## config.mk

```make
export PLATFORM = sky130hd
export DESIGN_NAME = uart_tx_fifo
export DESIGN_NICKNAME = d
export VERILOG_FILES = /design/src/rtl/uart_pkg.sv /design/src/rtl/uart_fifo_mem.sv /design/src/rtl/uart_tx_fifo.sv
export SDC_FILE = /design/constraint.sdc
export NUM_CORES = 1
export LEC_CHECK = 0
export ABC_AREA = 1
export ABC_CLOCK_PERIOD_IN_PS = 2700
export CAP_MARGIN = 10
export CELL_PAD_IN_SITES_DETAIL_PLACEMENT = 1
export CELL_PAD_IN_SITES_GLOBAL_PLACEMENT = 1
export CORE_MARGIN = 5
export CORE_UTILIZATION = 40
export DETAILED_ROUTE_END_ITERATION = 8
export DONT_BUFFER_PORTS = 1
export PLACE_DENSITY = 0.64
export SETUP_SLACK_MARGIN = 0.15
export SLEW_MARGIN = 5
export SYNTH_ARGS = -nofsm -noshare
export SYNTH_HDL_FRONTEND = slang
export SYNTH_SLANG_ARGS = --single-unit
```

## constraint.sdc

```tcl
create_clock -name clk_i -period 2.7 [get_ports clk_i]
set_clock_uncertainty 0.2 [all_clocks]
set_input_delay 0.135 -clock clk_i [delete_from_list [all_inputs] [get_ports clk_i]]
set_output_delay 0.135 -clock clk_i [all_outputs]
set_load 0.02 [all_outputs]
```

## src/rtl/uart_pkg.sv

```systemverilog
// Shared UART definitions.
// Holds the byte type and the default FIFO depth. The depth is shared by the
// tx FIFO and a future rx-side FIFO.
package uart_pkg;

    localparam int unsigned BYTE_W = 8;

    typedef logic [BYTE_W-1:0] byte_t;

    localparam int unsigned UART_FIFO_DEPTH = 16;

endpackage

```

## src/rtl/uart_fifo_mem.sv

```systemverilog
// DEPTH x WIDTH register array for the UART FIFOs.
// Ports:
//   clk_i    - clock; writes take effect on the rising edge
//   we_i     - write enable
//   waddr_i  - write address
//   wdata_i  - write data
//   raddr_i  - read address
//   rdata_o  - read data, combinational from the array (asynchronous read)
// The contents have no reset.
module uart_fifo_mem #(
    parameter int unsigned DEPTH = 16,
    parameter int unsigned WIDTH = 8
) (
    input  logic                     clk_i,
    input  logic                     we_i,
    input  logic [$clog2(DEPTH)-1:0] waddr_i,
    input  logic [WIDTH-1:0]         wdata_i,
    input  logic [$clog2(DEPTH)-1:0] raddr_i,
    output logic [WIDTH-1:0]         rdata_o
);

    logic [WIDTH-1:0] mem_q [DEPTH];

    always_ff @(posedge clk_i) begin
        if (we_i) begin
            mem_q[waddr_i] <= wdata_i;
        end
    end

    assign rdata_o = mem_q[raddr_i];

endmodule

```

## src/rtl/uart_tx_fifo.sv

```systemverilog
// Byte FIFO feeding the UART transmit AXI-stream input, on the serial clock.
// It absorbs bursts of single-cycle write strobes and drains them under
// valid/ready flow control. A sticky overflow bit records dropped writes.
// Ports:
//   clk_i       - serial clock (serclk)
//   rst_ni      - asynchronous active-low reset
//   wr_en_i     - push strobe; one byte per cycle while not full
//   wr_data_i   - byte to push
//   full_o      - occupancy == DEPTH
//   m_tdata_o   - head-of-FIFO byte (input_axis_tdata)
//   m_tvalid_o  - FIFO not empty (input_axis_tvalid)
//   m_tready_i  - uart input_axis_tready
//   count_o     - occupancy, 0..DEPTH
//   overflow_o  - sticky; set when a write is dropped
//   clr_ovf_i   - synchronous clear of overflow_o
// DEPTH must be a power of two and at least 2.
module uart_tx_fifo
    import uart_pkg::*;
#(
    parameter int unsigned DEPTH = UART_FIFO_DEPTH,
    parameter int unsigned WIDTH = BYTE_W
) (
    input  logic                   clk_i,
    input  logic                   rst_ni,
    input  logic                   wr_en_i,
    input  logic [WIDTH-1:0]       wr_data_i,
    output logic                   full_o,
    output logic [WIDTH-1:0]       m_tdata_o,
    output logic                   m_tvalid_o,
    input  logic                   m_tready_i,
    output logic [$clog2(DEPTH):0] count_o,
    output logic                   overflow_o,
    input  logic                   clr_ovf_i
);

    localparam int unsigned AW = $clog2(DEPTH);
    localparam int unsigned PW = AW + 1;
    localparam logic [PW-1:0] PtrOne = {{AW{1'b0}}, 1'b1};

    // Pointers carry an extra wrap bit so full and empty are distinguishable.
    logic [PW-1:0] wr_ptr_q, wr_ptr_d;
    logic [PW-1:0] rd_ptr_q, rd_ptr_d;
    logic          overflow_q, overflow_d;

    logic empty;
    logic full;
    logic push;
    logic pop;
    logic drop;

    assign empty = (wr_ptr_q == rd_ptr_q);
    assign full  = (wr_ptr_q[AW-1:0] == rd_ptr_q[AW-1:0]) && (wr_ptr_q[AW] != rd_ptr_q[AW]);

    // Both use pre-edge state only; m_tvalid_o never looks at m_tready_i.
    assign push = wr_en_i && !full;
    assign drop = wr_en_i && full;
    assign pop  = !empty && m_tready_i;

    always_comb begin
        wr_ptr_d   = wr_ptr_q;
        rd_ptr_d   = rd_ptr_q;
        overflow_d = overflow_q;
        if (push) begin
            wr_ptr_d = wr_ptr_q + PtrOne;
        end
        if (pop) begin
            rd_ptr_d = rd_ptr_q + PtrOne;
        end
        // A drop in the same cycle as a clear keeps the flag set.
        if (drop) begin
            overflow_d = 1'b1;
        end else if (clr_ovf_i) begin
            overflow_d = 1'b0;
        end
    end

    always_ff @(posedge clk_i or negedge rst_ni) begin
        if (!rst_ni) begin
            wr_ptr_q   <= '0;
            rd_ptr_q   <= '0;
            overflow_q <= 1'b0;
        end else begin
            wr_ptr_q   <= wr_ptr_d;
            rd_ptr_q   <= rd_ptr_d;
            overflow_q <= overflow_d;
        end
    end

    uart_fifo_mem #(
        .DEPTH (DEPTH),
        .WIDTH (WIDTH)
    ) u_mem (
        .clk_i   (clk_i),
        .we_i    (push),
        .waddr_i (wr_ptr_q[AW-1:0]),
        .wdata_i (wr_data_i),
        .raddr_i (rd_ptr_q[AW-1:0]),
        .rdata_o (m_tdata_o)
    );

    assign full_o     = full;
    assign m_tvalid_o = !empty;
    assign count_o    = wr_ptr_q - rd_ptr_q;
    assign overflow_o = overflow_q;

endmodule

```

==> out/summary.txt, run 1 <==
Outcome - finished, final reports clean
Minimum clock period after layout - 2423 ps
Number of cell rows - 45
Average wire length per cell after detail routing - 18.73 um
Share of total power in the clock network - 27.1%
Actual transition at the worst max-transition pin - 906.8 ps
Total DRC errors in the routed layout - 0
Critical path's top delay family - adder cells
Number of violations reported at the end of detailed-routing iteration 0 - 255
Commonest cells after routing, fill and taps aside - sky130_fd_sc_hd__nand2_1 (232), sky130_fd_sc_hd__edfxtp_1 (128), sky130_fd_sc_hd__inv_1 (64)
Max FO, Critical Path - 5
Final clock period utilization by the worst path - 89.74%
Gate Count Post-Synth - 619
Detail Placement HPWL - 11280 um
Slowest-stage cell, CP - sky130_fd_sc_hd__dfrtp_1
Crit Path Class - flip-flop to primary output
Maximum number of pins on one net before global-route repair - 58
Number of levels in the clock H-tree - 4
Number of port buffers - 0
Fraction of the mapped netlist area in simple logic gates - 23.67%
Switching power share of the total - 39.98%
Total die area - 0.01826 mm2
Setup violators final - 0
First-pass GRT wire length - 25790 um
Warnings, synthesis - 0
Area growth from synthesis to layout - 17.50%
Fillers - 1673
Cells along the critical path - inv_1, ha_1, inv_1, fa_1, nand3_1, nand2_1, xor2_1, buf_4
Clock root buffer - sky130_fd_sc_hd__clkbuf_16
Area of the core - 0.01526 mm2
Clock Latency Late Sink - 420 ps
Worst hold path class - input port to flip-flop
Vias in the first global route - 4473
Number of antenna diodes - 0
Commonest non-fill, non-tap cell in the layout - sky130_fd_sc_hd__nand2_1
Data arrival time of the critical path - 2090 ps
Number of buffers created by CTS - 17
Total global routing overflow - 0
1st-pass router iterations - 4
Total detailed-routing wirelength - 16580 um
Hold Slack - 198.5 ps
Final layout net count - 684
Top sig layer - met5
Overall Power - 0.008096 W
Met2 WL - 7908 um
Area of the mapped netlist - 0.006265 mm2
Length of routed wiring on met1 - 7725 um
Yosys cell types - 30
Number of nets produced by synthesis - 642
Max-cap check violation count - 0
Sequential fraction of design power - 33.7%
Mux contribution to synthesized area - 0%
Number of ports placed on the die boundary - 29
Crit. End Element - primary output
Flops & latches, synth - 139
Fraction of the yosys area taken by sequential cells - 65.75%
Share of post-route cells with drive strength above 1 - 11.42%
TritonCTS clock tree - done
Final antenna-violating net count - 0
Switching component of the power - 0.003237 W
Main combinational cell family by area after synthesis - simple AND/OR/NAND/NOR gates
CTS clk-pin slew, worst paths - 60 ps
Share of the synthesized netlist area taken by xor and xnor gates - 1.258%
GR Util All Layers - 19.21%
Via density per instance - 4.781
Part of the power in combinational logic - 39.2%
Setup Buffers After CTS - 0
WP buf/inv - 3
Average size of a mapped cell - 10.12 um2
RSZ-0062 raised after global routing - false
Crit-path most repeated cell - sky130_fd_sc_hd__inv_1
Data required, critical path - 2370 ps
Horizontal extent of the die - 135.1 um
Total internal power - 0.004859 W
Total length of routed met3 wires - 801 um
Number of max-slew violations in the final report - 0
Max frequency - 0.4127 GHz
Routability congestion estimate from global placement - 0.8025
Launching element type of the critical path - flip-flop
Number of sinks driven by the clock tree - 139
Synth Area in Compound Gates - 0.7190%
Chip height - 135.1 um
Number of hold violations in the final report - 0
Max clock buf depth - 2
Initial antenna violation count - 1
Slew headroom - 39.35%
Maximum cell stage delay along the critical path - 420 ps
Starting density of the core - 41.06%
Adder and majority cell fraction of the synthesized area - 2.117%
Fin Setup TNS - 0 ps
Maximum VDD drop - 1.133 mV
Routed via count - 4231
Pwr Density - 1100 mW/mm2
Leakage component of the power - 3.073 nW
## worst min-delay path: stages
cell and delay (ps):
sky130_fd_sc_hd__nand2_1 40, sky130_fd_sc_hd__o21ai_0 70, sky130_fd_sc_hd__dlygate4sd3_1 540
## sequential cells by signal (all words and copies together), names as in the netlist
register	flops
rd_ptr_q	5
u_mem.mem_q	128
overflow_o	1
wr_ptr_q	5
## power groups by stage
stage | sequential, W | clock, W | combinational (W)
after floorplan | 0.00273 | 0 | 0.00221
after global placement | 0.00275 | 0 | 0.00306
after detailed placement | 0.00276 | 0 | 0.00312
after CTS | 0.00272 | 0.00224 | 0.00322
after global routing | 0.00275 | 0.00235 | 0.00354
final | 0.00272 | 0.00219 | 0.00318
## layer usage
layer | up-vias | GRT usage, %
li1 | 2087 | -
met1 | 2053 | 26.11
met2 | 76 | 30.78
met3 | 13 | 5.201
met4 | 2 | 4.871
met5 | - | 0
## synth_stat cells, drive strengths merged
| library cell | n | area share (%) |
|---|---|---|
| o21bai | 1 | 0.12 |
| clkbuf | 1 | 0.060 |
| dfrtp | 11 | 4.4 |
| nand3 | 55 | 4.6 |
| ha | 9 | 1.8 |
| edfxtp | 128 | 61 |
| o21ai | 5 | 0.40 |
| nor2 | 54 | 3.5 |
| nand4 | 1 | 0.10 |
| clkinv | 1 | 0.060 |
| nor3 | 15 | 1.2 |
| xor2 | 7 | 0.98 |
| fa | 1 | 0.32 |
| xnor2 | 2 | 0.28 |
| inv | 68 | 4.1 |
| a21boi | 1 | 0.12 |
| buf | 23 | 2.3 |
| a21oi | 1 | 0.080 |
| nand2 | 235 | 14 |
## logic make-up after synthesis
group	Yosys count
compound gates	8
flops	139
xor+xnor	9
simple gates	360
buf+inv	93
fa+ha+maj	10
## area by class of cell
class	count	area (um2)	area share (%)
clock inverter	14	130.1	1.768
clock buffer	18	429.2	5.830
multi-input combinational	387	1749	23.76
inverter	69	264.0	3.587
timing repair buffer	47	404.1	5.490
sequential	139	4120	55.97
tap	211	264.0	3.587
## path summary, 6_finish.rpt
kind | slack (ps) | end | start | cells after the start
max | 280 | count_o[4] | wr_ptr_q[0]$_DFFE_PN0P_ | 8
min | 200 | overflow_o$_DFFE_PN0P_ | wr_en_i | 3
max reg2reg | 300 | u_mem.mem_q[12][7]$_DFFE_PP_ | wr_ptr_q[2]$_DFFE_PN0P_ | 8
min reg2reg | 320 | wr_ptr_q[4]$_DFFE_PN0P_ | wr_ptr_q[4]$_DFFE_PN0P_ | 2
max in group asynchronous | 1430 | rd_ptr_q[0]$_DFFE_PN0P_ | rst_ni | 2
min in group asynchronous | 480 | wr_ptr_q[1]$_DFFE_PN0P_ | rst_ni | 2
## metrics by stage
stage                     instances  cell area (um2)  setup WS (ps)  utilization, %
after floorplan                 619             6275         -41.03               -
after global placement          839             6655          431.8           43.62
after detailed placement        839             6655          310.1           43.62
after CTS                       885             7355          166.2           48.20
after global routing            885             7361          152.2           48.24
final                           885             7361          277.0           48.24
## timing repair
| item | in CTS | in global routing |
|---|---|---|
| hold buffers | 14 | 0 |
| endpoints found under the setup margin | 0 | 7 |
| gates resized for setup | 0 | 3 |
| hold endpoints to repair | 150 | 0 |
(Power assumes the default switching activity.)
==> run 2: changes to the inputs <==
--- a/config.mk
+++ b/config.mk
@@ -11,8 +11,8 @@
 export CELL_PAD_IN_SITES_DETAIL_PLACEMENT = 1
 export CELL_PAD_IN_SITES_GLOBAL_PLACEMENT = 1
-export CORE_MARGIN = 5
 export CORE_UTILIZATION = 40
 export DETAILED_ROUTE_END_ITERATION = 8
 export DONT_BUFFER_PORTS = 1
+export GPL_TIMING_DRIVEN = 0
 export PLACE_DENSITY = 0.64
 export SETUP_SLACK_MARGIN = 0.15
==> constraint.sdc (replaced) <==
create_clock -name clk_i -period 2.7 [get_ports clk_i]
set_clock_uncertainty 0.2 [all_clocks]
set_input_delay 0.27 -clock clk_i [delete_from_list [all_inputs] [get_ports clk_i]]
set_output_delay 0.27 -clock clk_i [all_outputs]
set_load 0.02 [all_outputs]
==> run 2 against run 1 <==
Against the previous run:
- sequential cell count did not move
- first-iteration DRC count fell by 2.0%
- clock power fell by 5%
- worst hold slack got worse by 120 ps
- sequential power barely moved
- fmax fell by 3.8%
- cell count rose by 1.6%
- non-clock buffer count rose by 13
- critical path type unchanged
==> out/summary.txt, run 2 (synthesis results as in run 1) <==
Worst Reg2Reg Path Length in Cells - 11 (+3)
Actual transition at the worst max-transition pin - 886.2 ps (-20.60 ps)
Minimum clock period after layout - 2520 ps (+96.62 ps)
Hold Slack - 81.66 ps (-116.8 ps)
Clock Latency Late Sink - 420 ps (about the same)
Number of hold violations in the final report - 0 (unchanged)
Max clock buf depth - 2 (unchanged)
Leakage component of the power - 3.249 nW (+5.7%)
Maximum VDD drop - 0.7784 mV (-31%)
Launching element type of the critical path - flip-flop
Largest registers - u_mem.mem_q (128), rd_ptr_q (5), wr_ptr_q (5)
Crit Path Class - flip-flop to primary output
Number of ports placed on the die boundary - 29 (unchanged)
Vias in the first global route - 4670 (+4.4%)
GR Util All Layers - 23.43% (+4.2 points)
Origin of the critical flop-to-flop path - rd_ptr_q[1]$_DFFE_PN0P_
TritonCTS clock tree - done
Crit. End Element - primary output
RSZ-0062 raised after global routing - true
Number of violations reported at the end of detailed-routing iteration 0 - 250 (-2.0%)
Area growth from synthesis to layout - 24.69%
Clock root buffer - sky130_fd_sc_hd__clkbuf_16
Commonest non-fill, non-tap cell in the layout - sky130_fd_sc_hd__nand2_1
Detail Placement HPWL - 11240 um (-0.36%)
Number of levels in the clock H-tree - 4 (unchanged)
Average wire length per cell after detail routing - 19.50 um (+4.1%)
Max-cap check violation count - 0 (unchanged)
Overall Power - 0.008494 W (+4.9%)
Outcome - finished, final reports clean
FF-to-FF End - u_mem.mem_q[13][7]$_DFFE_PP_
Horizontal extent of the die - 127.1 um (-5.9%)
Routability congestion estimate from global placement - 0.7783 (-3.0%)
Worst hold path class - input port to async pin
Share of post-route cells with drive strength above 1 - 16.59% (+5.2 points)
Initial antenna violation count - 1 (unchanged)
Total die area - 0.01617 mm2 (-11%)
Total DRC errors in the routed layout - 0 (unchanged)
Fillers - 1657 (-0.96%)
Number of max-slew violations in the final report - 0 (unchanged)
Number of cell rows - 45 (unchanged)
Total global routing overflow - 0 (unchanged)
Setup violators final - 0 (unchanged)
Routed via count - 4421 (+4.5%)
Post-Place Cells - 833 (-0.72%)
Pwr Density - 1087 mW/mm2 (-1.1%)
Maximum number of pins on one net before global-route repair - 17 (-71%)
Slew headroom - 40.73% (+1.4 points)
Number of sinks driven by the clock tree - 139 (unchanged)
Share of the core filled with cells in the final layout - 51.19% (+3.0 points)
Via density per instance - 4.918 (+2.9%)
Total detailed-routing wirelength - 17530 um (+5.8%)
Chip height - 127.1 um (-5.9%)
Commonest cells after routing, fill and taps aside - sky130_fd_sc_hd__nand2_1 (225), sky130_fd_sc_hd__edfxtp_1 (128), sky130_fd_sc_hd__inv_1 (63)
Cell Count, Final, Fillers Out - 899 (+1.6%)
1st-pass router iterations - 4 (unchanged)
Starting density of the core - 41.06% (unchanged)
CTS clk-pin slew, worst paths - 60 ps (about the same)
Final antenna-violating net count - 0 (unchanged)
Number of flip-flops in the largest register - 128 (unchanged)
Data required, critical path - 2230 ps (-140 ps)
Number of buffers created by CTS - 17 (unchanged)
R2R setup slack - 210 ps (-90 ps)
Max FO, Critical Path - 10 (+5)
Worst setup startpoint - rd_ptr_q[1]$_DFFE_PN0P_
Area of the core - 0.01526 mm2 (unchanged)
Data arrival time of the critical path - 2050 ps (-40 ps)
First-pass GRT wire length - 26930 um (+4.4%)
Final layout net count - 697 (+1.9%)
Max frequency - 0.3969 GHz (-3.8%)
Final clock period utilization by the worst path - 93.32% (+3.6 points)
Number of port buffers - 0 (unchanged)
Most flops, register - u_mem.mem_q
[run 2: cell types whose count changed in the layout (fill, tap and decap cells not counted), moves of 7 or more]
cell                      delta
sky130_fd_sc_hd__nor3_1     -13
sky130_fd_sc_hd__buf_6       +7
sky130_fd_sc_hd__buf_12     +12
sky130_fd_sc_hd__nand2_1     -7
sky130_fd_sc_hd__buf_2       +7
sky130_fd_sc_hd__nor3_4     +15
sky130_fd_sc_hd__buf_4      -21
[run 2: metrics by stage]
stage	setup TNS (ps)	worst slack (ps)	area [um2]
after floorplan	-3414	-41.03	6275
after global placement	-86100	-951.5	6539
after detailed placement	-81060	-858.7	6564
after CTS	0	148.2	7704
after global routing	0	90.40	7811
final	0	180.4	7811
[run 2: worst max-delay path: stages (launching register included)]
cell	delay [ps]
sky130_fd_sc_hd__dfrtp_1	410
sky130_fd_sc_hd__buf_8	150
sky130_fd_sc_hd__buf_4	130
sky130_fd_sc_hd__nand2_2	90
sky130_fd_sc_hd__inv_2	80
sky130_fd_sc_hd__buf_6	160
sky130_fd_sc_hd__nand2_1	80
sky130_fd_sc_hd__nor2_2	50
sky130_fd_sc_hd__nor2_1	180
sky130_fd_sc_hd__nand2_1	100
sky130_fd_sc_hd__nand2_1	210
[run 2: worst max path at each step]
| stage | cells after the start | slack [ps] | end |
|---|---|---|---|
| after floorplan | 10 | -40 | u_mem.mem_q[4][0]$_DFFE_PP_ |
| after global placement | 10 | -950 | u_mem.mem_q[14][3]$_DFFE_PP_ |
| after detailed placement | 10 | -860 | u_mem.mem_q[10][1]$_DFFE_PP_ |
| after CTS | 9 | 150 | m_tdata_o[4] |
| after global routing | 10 | 90 | m_tdata_o[5] |
| final | 10 | 180 | m_tdata_o[5] |
[run 2: area by class of cell]
cell class / instances / area, um2 / area share [%]
tap: 211 / 264.0 / 3.380
buffer: 24 / 219.0 / 2.803
inverter: 69 / 272.8 / 3.492
sequential: 139 / 4121 / 52.76
multi-input combinational: 387 / 1956 / 25.04
clock buffer: 22 / 444.2 / 5.686
clock inverter: 10 / 76.32 / 0.9771
antenna: 1 / 2.502 / 0.03204
timing repair buffer: 36 / 455.4 / 5.831
[run 2: power by group]
| group | internal [W] | switching (W) | total (W) |
|---|---|---|---|
| Clock | 0.00125 | 0.000847 | 0.00209 |
| Combinational | 0.00113 | 0.00254 | 0.00367 |
| Sequential | 0.00260 | 0.000130 | 0.00273 |
[run 2: per-layer routing]
layer	vias up	track usage, %	part of all wire [%]
li1	2119	-	-
met1	2154	29.84	43
met2	116	38.85	50
met3	32	4.732	4.7
met4	0	10.43	2.3
met5	-	0	0
[run 2: repair_timing]
action | CTS | global route
pin swaps | 13 | 8
gates resized for setup | 56 | 24
hold endpoints to repair | 150 | 0
buffers inserted | 17 | 3
endpoints found under the setup margin | 142 | 125
hold buffers | 13 | 0
==> run 3: changes to the inputs <==
- ABC_AREA: 1 -> default
- CTS_CLUSTER_SIZE: default -> 25
- PLACE_DENSITY: 0.64 -> 0.59
- SLEW_MARGIN: 5 -> 15
==> run 3 against run 2 <==
Against the previous run:
- register-to-register slack worse by 60 ps
- synthesized cell count is 48% lower
- synthesized area is 7.8% lower
- worst setup slack worse by 38 ps
- routed wire length is 18% lower
- fmax is 1.5% lower
- non-clock buffer count is 1 higher
- sequential cell count stayed put
- count of clock-buffer cells in the layout is 3 lower
- largest cell class unchanged
- first-iteration DRC count is 16% lower
- combinational power is 15% higher
==> out/summary.txt, run 3 <==
Slowest-stage cell, CP - sky130_fd_sc_hd__dfrtp_1
Cell types with the largest area share after synthesis - sky130_fd_sc_hd__edfxtp_1 (67%), sky130_fd_sc_hd__mux4_2 (6.2%), sky130_fd_sc_hd__mux2i_1 (5.5%)
Max FO, Critical Path - 4 (-6)
Setup violators final - 0 (unchanged)
Number of violations reported at the end of detailed-routing iteration 0 - 211 (-16%)
Fraction of the yosys area taken by sequential cells - 71.35% (+5.6 points)
Crit Path Class - flip-flop to primary output
Slew headroom - 46.85% (+6.1 points)
Total die area - 0.01492 mm2 (-7.7%)
Hold Slack - 91.87 ps (+10.21 ps)
Routed via count - 3076 (-30%)
Leakage component of the power - 2.654 nW (-18%)
Adder and majority cell fraction of the synthesized area - 2.297% (+0.18 points)
R2R setup slack - 150 ps (-60 ps)
1st-pass router iterations - 4 (unchanged)
Total global routing overflow - 0 (unchanged)
Area of the core - 0.01399 mm2 (-8.3%)
Horizontal extent of the die - 122.1 um (-3.9%)
GR Util All Layers - 20.16% (-3.3 points)
Number of nets produced by synthesis - 343 (-47%)
Total DRC errors in the routed layout - 0 (unchanged)
Placed cell areas - 0.006045 mm2 (-7.9%)
Launching element type of the critical path - flip-flop
Fraction of the mapped netlist area in simple logic gates - 3.403% (-20 points)
First-pass GRT wire length - 20450 um (-24%)
Share of the synthesized netlist area taken by xor and xnor gates - 1.951% (+0.69 points)
Number of sinks driven by the clock tree - 139 (unchanged)
Pwr Density - 1225 mW/mm2 (+13%)
Number of antenna diodes - 0 (-1)
Part of the power in combinational logic - 44.5% (+1.3 points)
Top cells by instance count after synthesis - sky130_fd_sc_hd__edfxtp_1 (128), sky130_fd_sc_hd__mux2i_1 (32), sky130_fd_sc_hd__nand2_1 (18), sky130_fd_sc_hd__mux4_2 (16), sky130_fd_sc_hd__nor2_1 (12)
Commonest cells after routing, fill and taps aside - sky130_fd_sc_hd__edfxtp_1 (128), sky130_fd_sc_hd__mux2i_1 (28), sky130_fd_sc_hd__clkbuf_16 (20)
Average size of a mapped cell - 18.04 um2 (+78%)
Maximum cell stage delay along the critical path - 380 ps (-30 ps)
Share of the core filled with cells in the final layout - 55.34% (+4.1 points)
Detail Placement HPWL - 8433 um (-25%)
Clock Latency Late Sink - 420 ps (about the same)
Flops & latches, synth - 139 (unchanged)
FF-to-FF End - u_mem.mem_q[3][7]$_DFFE_PP_
Yosys cell types - 34 (+13%)
Crit. End Element - primary output
Starting density of the core - 41.27% (+0.21 points)
RSZ-0062 raised after global routing - true
Maximum number of pins on one net before global-route repair - 17 (unchanged)
Gate Count Post-Synth - 320 (-48%)
Chip height - 122.1 um (-3.9%)
Number of flip-flops in the largest register - 128 (unchanged)
TritonCTS clock tree - done
Total internal power - 0.006030 W (+21%)
Main combinational cell family by area after synthesis - multiplexers
Mux contribution to synthesized area - 11.79% (+12 points)
Average wire length per cell after detail routing - 24.81 um (+27%)
Critical Path Stages - 7 (-3)
Minimum clock period after layout - 2558 ps (+38.35 ps)
Via density per instance - 5.340 (+8.6%)
Commonest non-fill, non-tap cell in the layout - sky130_fd_sc_hd__edfxtp_1
Max frequency - 0.3909 GHz (-1.5%)
Proportion of netlist area held by the largest area contributor - 66.58% (+5.2 points)
Switching component of the power - 0.003456 W (-1.7%)
Fin Setup TNS - 0 ps (unchanged)
Primary FF master, synth - sky130_fd_sc_hd__edfxtp_1
Warnings, synthesis - 0 (unchanged)
Non-Filler Cell Area, Final - 0.007741 mm2 (-0.90%)
Most flops, register - u_mem.mem_q
Number of levels in the clock H-tree - 4 (unchanged)
CTS clk-pin slew, worst paths - 60 ps (about the same)
Number of hold violations in the final report - 0 (unchanged)
Number of max-slew violations in the final report - 0 (unchanged)
Largest registers - u_mem.mem_q (128), rd_ptr_q (5), wr_ptr_q (5)
Number of cell rows - 43 (-4.4%)
Crit path capture - count_o[4]
Share of post-route cells with drive strength above 1 - 40.15% (+24 points)
Routability congestion estimate from global placement - 0.7963 (+2.3%)
Most frequent cell after synthesis - sky130_fd_sc_hd__edfxtp_1
Number of buffers created by CTS - 17 (unchanged)
Final antenna-violating net count - 0 (unchanged)
Maximum VDD drop - 0.4923 mV (-37%)
Actual transition at the worst max-transition pin - 797.2 ps (-88.96 ps)
Clock root buffer - sky130_fd_sc_hd__clkbuf_16
Final layout net count - 406 (-42%)
Max clock buf depth - 2 (unchanged)
Synth Area in Compound Gates - 6.264% (+5.5 points)
Initial antenna violation count - 0 (-1)
Worst Reg2Reg Path Length in Cells - 10 (-1)
Worst setup startpoint - rd_ptr_q[1]$_DFFE_PN0P_
Final clock period utilization by the worst path - 94.74% (+1.4 points)
Data arrival time of the critical path - 2090 ps (+40 ps)
Yosys top cell by area - sky130_fd_sc_hd__edfxtp_1
Share of total power in the clock network - 26.2% (+1.5 points)
Post-synth ARST share - 7.914% (unchanged)
Post-synth EDFFs - 128 (unchanged)
Number of port buffers - 0 (unchanged)
WP buf/inv - 3 (-1)
Max-cap check violation count - 0 (unchanged)
Outcome - finished, final reports clean
Number of ports placed on the die boundary - 29 (unchanged)
Critical path's top delay family - buffers and inverters
Cells along the critical path - buf_8, clkbuf_16, clkinvlp_4, fa_2, a21o_1, a21oi_2, xnor2_2
Origin of the critical flop-to-flop path - rd_ptr_q[1]$_DFFE_PN0P_
Area of the mapped netlist - 0.005773 mm2 (-7.8%)
Total detailed-routing wirelength - 14290 um (-18%)
Fillers - 1262 (-24%)
Worst hold path class - input port to async pin
Sequential fraction of design power - 29.3% (-2.9 points)
Data required, critical path - 2230 ps (about the same)
Area growth from synthesis to layout - 34.09%
Vias in the first global route - 3318 (-29%)
Switching power share of the total - 36.43% (-5.0 points)
run 3: power groups by stage:
stage	sequential [W]	combinational (W)	clock, W
after floorplan	0.00277	0.00228	0
after global placement	0.00279	0.00290	0
after detailed placement	0.00280	0.00294	0
after CTS	0.00276	0.00359	0.00252
after global routing	0.00280	0.00447	0.00259
final	0.00278	0.00422	0.00249
run 3: cells by family (layout without fill, tap and decap cells):
family                   after synthesis  count (layout)
AO/OA/AOI/OAI                         41              41
XOR/XNOR                              12              12
buffers and inverters                 26             102
flip-flops                           139             139
adder cells (fa/ha/maj)               10              10
AND/OR/NAND/NOR                       44              44
multiplexers                          48              48
run 3: metal layers:
metal / up-vias / track usage, % / wire, um
met3: 21 / 4.541 / 466
met4: 0 / 8.384 / 337
met1: 1604 / 26.39 / 6187
li1: 1405 / - / -
met2: 46 / 32.42 / 7299
met5: - / 0 / 0
run 3: layout make-up:
class	instances	area (um2)	area share, %
Sequential cell	139	4119	53.21
Tap cell	180	225.2	2.909
Inverter	9	52.55	0.6788
Clock buffer	19	432.9	5.592
Buffer	17	231.5	2.990
Multi-Input combinational cell	155	1917	24.76
Clock inverter	13	197.7	2.554
Timing Repair Buffer	44	565.5	7.306
run 3: worst min path at each step:
stage	from	to	slack, ps	cells past startpoint
5_1_grt	rst_ni	rd_ptr_q[1]$_DFFE_PN0P_	120	1
6_report	rst_ni	wr_ptr_q[3]$_DFFE_PN0P_	90	1
3_5_place_dp	rst_ni	wr_ptr_q[1]$_DFFE_PN0P_	-230	0
4_1_cts	wr_en_i	wr_ptr_q[0]$_DFFE_PN0P_	10	3
3_3_place_gp	rst_ni	wr_ptr_q[0]$_DFFE_PN0P_	-230	0
2_1_floorplan	rst_ni	overflow_o$_DFFE_PN0P_	-230	0
run 3: through the flow:
stage               total power, W  setup WS, ps  std cells
floorplan                 0.005046         184.8        320
global placement          0.005697        -618.7        500
detailed placement        0.005743        -648.6        500
CTS                       0.008862         107.2        564
global route              0.009859         59.46        576
finish                    0.009486         142.0        576
run 3: timing repair:
action,4_1_cts,5_1_grt
setup endpoints to repair,146,140
buffers inserted,20,10
endpoints found under the hold margin,141,0
pin swaps,21,25
gates cloned,0,2
hold buffers,12,0
gates resized for setup,53,61
